[src/rtl/tdm_pkg.sv]
// tdm_pkg: scheduler state encoding and ST-bus frame geometry
package tdm_pkg;
  typedef enum logic [1:0] {HUNT, CHECK, LOCK} sched_state_t;
  localparam int C4_PER_BIT = 2;
  localparam int BITS_PER_CHAN = 8;
  function automatic int frame_len(input int channels);
    return channels * C4_PER_BIT * BITS_PER_CHAN;
  endfunction
endpackage

[src/rtl/tdm_frame_sched.sv]
// tdm_frame_sched: ST-bus frame lock with flywheel, channel/bit decode and
// per-channel strobes gated by a frame-aligned double-buffered enable mask
module tdm_frame_sched
  import tdm_pkg::*;
#(
  parameter int CHANNELS = 32,
  parameter int LOSS_FRAMES = 2,
  localparam int FRAME_LEN = frame_len(CHANNELS),
  localparam int CW = $clog2(FRAME_LEN),
  localparam int CHW = $clog2(CHANNELS)
) (
  input  logic           c4,
  input  logic           reset_n,
  input  logic           f0,
  input  logic           cfg_we,
  input  logic [CHW-1:0] cfg_chan,
  input  logic           cfg_en,
  input  logic           err_clr,
  output logic           frame_lock,
  output logic [CHW-1:0] chan,
  output logic [2:0]     bit_idx,
  output logic           load_stb,
  output logic           sample_stb,
  output logic           cpu_int,
  output logic           frame_err
);
  sched_state_t r_state, w_state_nxt;
  logic [CW-1:0] r_cnt, w_cnt_nxt;
  logic [2:0] r_miss, w_miss_nxt;
  logic [CHANNELS-1:0] r_shadow, r_active, w_shadow_nxt;
  logic r_err, w_set_err, w_last, w_f0, w_lock, w_en;
  assign w_last = r_cnt == CW'(FRAME_LEN - 1);
  assign w_f0 = ~f0;
  always_comb begin
    w_state_nxt = r_state;
    w_cnt_nxt = r_cnt + 1'b1;
    w_miss_nxt = r_miss;
    w_set_err = 1'b0;
    case (r_state)
      HUNT: begin
        w_cnt_nxt = '0;
        if (w_f0) w_state_nxt = CHECK;
      end
      CHECK: begin
        if (w_f0) begin
          w_cnt_nxt = '0;
          if (w_last) begin
            w_state_nxt = LOCK;
            w_miss_nxt = '0;
          end
        end else if (w_last) w_state_nxt = HUNT;
      end
      LOCK: begin
        if (w_f0) begin
          w_cnt_nxt = '0;
          if (w_last) w_miss_nxt = '0;
          else begin
            w_set_err = 1'b1;
            w_state_nxt = CHECK;
          end
        end else if (w_last) begin
          // flywheel: the counter wraps on its own, only the miss is recorded
          w_set_err = 1'b1;
          w_miss_nxt = r_miss + 3'd1;
          if (w_miss_nxt == 3'(LOSS_FRAMES)) w_state_nxt = HUNT;
        end
      end
      default: w_state_nxt = HUNT;
    endcase
  end
  always_comb begin
    w_shadow_nxt = r_shadow;
    if (cfg_we) w_shadow_nxt[cfg_chan] = cfg_en;
  end
  always_ff @(posedge c4 or negedge reset_n) begin
    if (!reset_n) begin
      r_state <= HUNT;
      r_cnt <= '0;
      r_miss <= '0;
      r_shadow <= '0;
      r_active <= '0;
      r_err <= 1'b0;
    end else begin
      r_state <= w_state_nxt;
      r_cnt <= w_cnt_nxt;
      r_miss <= w_miss_nxt;
      r_shadow <= w_shadow_nxt;
      if (w_last) r_active <= w_shadow_nxt;
      r_err <= w_set_err ? 1'b1 : err_clr ? 1'b0 : r_err;
    end
  end
  assign w_lock = r_state == LOCK;
  assign w_en = w_lock & r_active[r_cnt[CW-1:4]];
  assign frame_lock = w_lock;
  assign chan = r_cnt[CW-1:4];
  assign bit_idx = r_cnt[3:1];
  assign load_stb = w_en & (r_cnt[3:0] == 4'd0);
  assign sample_stb = w_en & r_cnt[0];
  assign cpu_int = w_lock & w_last;
  assign frame_err = r_err;
endmodule
[config.mk]
export PLATFORM = sky130hd
export DESIGN_NAME = tdm_frame_sched
export DESIGN_NICKNAME = d
export VERILOG_FILES = /design/src/rtl/tdm_pkg.sv /design/src/rtl/tdm_frame_sched.sv
export SDC_FILE = /design/constraint.sdc
export NUM_CORES = 1
export LEC_CHECK = 0
export CORE_MARGIN = 3
export CORE_UTILIZATION = 31
export CTS_BUF_LIST = sky130_fd_sc_hd__clkbuf_16
export DETAILED_ROUTE_END_ITERATION = 8
export SETUP_SLACK_MARGIN = 0.02
export SLEW_MARGIN = 20
export SYNTH_ARGS = -nofsm -noshare
export SYNTH_HDL_FRONTEND = slang
export SYNTH_SLANG_ARGS = --single-unit
export TNS_END_PERCENT = 5
[constraint.sdc]
create_clock -name c4 -period 4.13 [get_ports c4]
set_clock_uncertainty 0.05 [all_clocks]
set_input_delay 0.6195 -clock c4 [delete_from_list [all_inputs] [get_ports c4]]
set_output_delay 0.6195 -clock c4 [all_outputs]
set_load 0.05 [all_outputs]
==> impl_metrics.prom <==
# TYPE chip_impl_metric gauge
chip_impl_metric{name="total_switching_power",unit="W"} 0.000557
chip_impl_metric{name="edff_count_synth",unit=""} 0
chip_impl_metric{name="share_comb_of_total_power",unit="%"} 17.3
chip_impl_metric{name="p_leak",unit="nW"} 1.95
chip_impl_metric{name="postCtsResizedCells",unit=""} 0
chip_impl_metric{name="hold_viol_final",unit=""} 0
chip_impl_info{name="netlist.top_cell.by_area",value="dfrtp_1"} 1
chip_impl_metric{name="synth.yosys.seq_area_share",unit="%"} 51.6
chip_impl_metric{name="die_h",unit="µm"} 117
chip_impl_metric{name="antennaDiodeCount",unit=""} 0
chip_impl_metric{name="synthesized_area_fraction_occupied_by_ao_oa_aoi_and_oai_cells",unit="%"} 2.87
chip_impl_info{name="crit_path_cell_trace",value="buf_4 > mux2i_1 > mux4_2 > a22o_1 > nor3_1 > clkdlybuf4s50_1"} 1
chip_impl_metric{name="intPower",unit="W"} 0.00146
chip_impl_metric{name="maxClockFrequency",unit="GHz"} 0.274
chip_impl_metric{name="routed_wl",unit="µm"} 7720
chip_impl_info{name="timing.critical_path.to_type",value="output pin"} 1
chip_impl_metric{name="nFillCells",unit=""} 1122
chip_impl_info{name="synth_flop_cell",value="dfrtp_1"} 1
chip_impl_metric{name="number_of_buffers_inserted_during_clock_tree_synthesis",unit=""} 9
chip_impl_metric{name="std_cell_rows",unit=""} 39
chip_impl_metric{name="drv.max_cap_violation_count",unit=""} 0
chip_impl_metric{name="cts.sink_count",unit=""} 79
chip_impl_metric{name="detail_route.vias_per_cell",unit=""} 4.69
chip_impl_info{name="cts-root-buf",value="clkbuf_16"} 1
chip_impl_metric{name="powerDensity",unit="mW/mm²"} 452
chip_impl_metric{name="synth-seq-cells",unit=""} 79
chip_impl_metric{name="hpwlAfterDp",unit="µm"} 5500
chip_impl_metric{name="ir_drop",unit="mV"} 0.186
chip_impl_metric{name="overflow",unit=""} 0
chip_impl_metric{name="first_iter_violations",unit=""} 64
chip_impl_metric{name="syn_nets",unit=""} 333
chip_impl_metric{name="ant_nets",unit=""} 0
chip_impl_metric{name="final.hold.worst_slack",unit="ps"} 248
chip_impl_metric{name="synth.area.mux_share",unit="%"} 26.1
chip_impl_metric{name="die_width",unit="µm"} 117
chip_impl_metric{name="worst-endpoint-required",unit="ps"} 3460
chip_impl_metric{name="critPathMaxStageDelay",unit="ps"} 830
chip_impl_metric{name="setup_viol_count_final",unit=""} 0
chip_impl_metric{name="async_reset_ff_share",unit="%"} 100
chip_impl_info{name="worst_path_dominant_cell_family",value="buffers and inverters"} 1
chip_impl_metric{name="io_buffers",unit=""} 23
chip_impl_info{name="critPathLaunchType",value="flip-flop"} 1
chip_impl_metric{name="cts-htree-levels",unit=""} 3
chip_impl_info{name="cell_with_the_most_instances_after_synthesis",value="dfrtp_1"} 1
chip_impl_info{name="worst_r2r_startpoint",value="r_cnt[0]"} 1
chip_impl_metric{name="timing.final.crit_share",unit="%"} 88.2
chip_impl_info{name="synth_top_family_by_area",value="multiplexers"} 1
chip_impl_metric{name="vias",unit=""} 2338
chip_impl_metric{name="avgRoutedWirePerCell",unit="µm"} 15.5
chip_impl_metric{name="synth_adder_area_share",unit="%"} 3.27
chip_impl_metric{name="post-synth-top-area-fraction",unit="%"} 51.6
chip_impl_info{name="critical_path_class",value="reg2out"} 1
chip_impl_metric{name="synthesis.instances",unit=""} 312
chip_impl_metric{name="critPathBufInv",unit=""} 2
chip_impl_info{name="crit_path_start",value="r_cnt[5]"} 1
chip_impl_metric{name="effective_utilization_at_floorplan",unit="%"} 32.6
chip_impl_metric{name="drc",unit=""} 0
chip_impl_metric{name="synthXorXnorAreaFrac",unit="%"} 1.37
chip_impl_info{name="slowest_stage",value="clkdlybuf4s50_1"} 1
chip_impl_metric{name="area_growth",unit="%"} 16.7
chip_impl_metric{name="yosys.cell_types.count",unit=""} 29
chip_impl_metric{name="nets",unit=""} 351
chip_impl_metric{name="grt_util_all_layers",unit="%"} 12.2
chip_impl_metric{name="synth-simple-area-share",unit="%"} 10.5
chip_impl_metric{name="setup_total_negative_slack",unit="ps"} 0
chip_impl_metric{name="design.core.area",unit="mm²"} 0.0118
chip_impl_metric{name="worst_slew_pin_tran",unit="ps"} 1030
chip_impl_info{name="synth_commonest_cells",value="79 x dfrtp_1, 70 x mux2_2, 26 x nor2_1"} 1
chip_impl_metric{name="drt_pre_antenna_iters",unit=""} 4
chip_impl_metric{name="clock_path_buffers",unit=""} 2
chip_impl_metric{name="ios",unit=""} 24
chip_impl_metric{name="maximum_number_of_pins_on_one_net_before_global_route_repair",unit=""} 80
chip_impl_metric{name="share_seq_of_total_power",unit="%"} 44.0
chip_impl_info{name="netlist_top_cells_area",value="dfrtp_1 52%, mux2_2 21%, ha_1 3.3%"} 1
chip_impl_metric{name="synth-warning-count",unit=""} 0
chip_impl_metric{name="cts_setup_buffers",unit=""} 0
chip_impl_metric{name="die-area",unit="mm²"} 0.0137
chip_impl_metric{name="holdBufCountCts",unit=""} 0
chip_impl_metric{name="worst_slew_margin_rel",unit="%"} 30.8
chip_impl_metric{name="power_frac_clock",unit="%"} 38.8
chip_impl_metric{name="final_critical_path_setup_slack",unit="ps"} 486
chip_impl_metric{name="power.switching_fraction",unit="%"} 27.6
chip_impl_info{name="run_status",value="completed"} 1
chip_impl_metric{name="wire_length_of_the_first_global_routing_pass",unit="µm"} 12900
chip_impl_metric{name="fraction_of_layout_cells_with_a_size_suffix_above_1",unit="%"} 28.4
chip_impl_metric{name="clk_pin_slew",unit="ps"} 60
chip_impl_info{name="grt_setup_unrepaired",value="no"} 1
chip_impl_metric{name="routabilityCongestion",unit=""} 0.769
chip_impl_metric{name="synth_area_per_cell",unit="µm²"} 12.3
chip_impl_info{name="cts_tree",value="built"} 1
chip_impl_metric{name="final_core_utilization",unit="%"} 38.0
chip_impl_info{name="hold_class",value="in2async"} 1
chip_impl_metric{name="worst-path-max-fanout",unit=""} 11
chip_impl_metric{name="grt_pass1_vias",unit=""} 2518
chip_impl_metric{name="timing_max_transition_violations_final",unit=""} 0
chip_impl_metric{name="critPathArrivalTime",unit="ps"} 2970
chip_impl_metric{name="p_total",unit="W"} 0.00202
chip_impl_metric{name="clk_latency",unit="ps"} 330
chip_impl_metric{name="fin_crit",unit="ps"} 3640
chip_impl_metric{name="antenna_found_initial",unit=""} 0
chip_impl_metric{name="cell_area_after_technology_mapping",unit="mm²"} 0.00383
chip_impl_metric{name="preCtsSetupSlack",unit="ps"} 822
==> worst register-to-register path, cell delays in order (launching register included) <==
cell and delay (ps):
dfrtp_1 410, ha_1 210, nand3_1 170, nor3_1 360, ha_1 370, inv_1 70
a21oi_1 150, o221ai_1 180, mux2_2 310
==> final cells by class <==
class | count | area (µm²) | share of cell area (%)
timing repair buffer | 25 | 256 | 5.74
clock buffer | 9 | 225 | 5.04
multi-input combinational | 204 | 1690 | 37.8
sequential | 79 | 1980 | 44.2
tap | 164 | 205 | 4.59
clock inverter | 7 | 72.6 | 1.62
inverter | 11 | 41.3 | 0.924
==> metrics by stage <==
stage / instance area [µm²] / instances
after floorplan: 3830 / 312
after global placement: 4170 / 483
after detailed placement: 4170 / 483
after CTS: 4470 / 499
after global routing: 4470 / 499
final: 4470 / 499
==> cell usage in the layout, fill, tap and decap left out, types with 4 or more instances in the layout <==
cell type        count
ha_1                10
nor3_1               6
clkdlybuf4s50_1     21
o21ai_0              8
inv_1               12
mux4_2               5
nand3_1              5
nor2_1              26
a21oi_1              7
xnor2_1              4
mux2i_1             10
dfrtp_1             79
nand2_1             25
mux2_2              70
nor3b_1              4
clkbuf_16            9
nand3b_1             5
==> cells by family (layout without fill, tap and decap cells) <==
family | after synthesis | after routing
compound gates | 19 | 19
simple gates | 84 | 84
fa+ha+maj | 10 | 10
flops | 79 | 79
buf+inv | 29 | 52
xor+xnor | 6 | 6
mux | 85 | 85
==> state kept, by name (all words and copies together) (netlist names) <==
signal     count
frame_err      1
r_active      32
r_cnt          9
r_miss         3
r_shadow      32
r_state        2
==> power groups by stage <==
stage	sequential, W	clock, W	combinational [W]
after floorplan	0.000904	0	0.000242
after global placement	0.000900	0	0.000345
after detailed placement	0.000904	0	0.000357
after CTS	0.000890	0.000803	0.000357
after global routing	0.000898	0.000833	0.000393
final	0.000889	0.000784	0.000350
==> worst paths after layout <==
check / to / slack (ps) / cells past startpoint
max in group asynchronous: r_shadow[24] / 3260 / 1
max reg2reg: r_state[0] / 1740 / 8
max: sample_stb / 490 / 6
min: r_miss[2] / 250 / 1
min reg2reg: r_shadow[13] / 440 / 1
min in group c4: r_shadow[13] / 440 / 1
==> layer usage <==
metal / track usage (%) / vias up / share of wire (%)
met5: 0 / - / 0
met3: 3.08 / 12 / 3.3
met2: 19.9 / 35 / 50
met4: 4.51 / 0 / 2.0
li1: - / 1112 / -
met1: 15.7 / 1179 / 44
(Power assumes the default switching activity.)
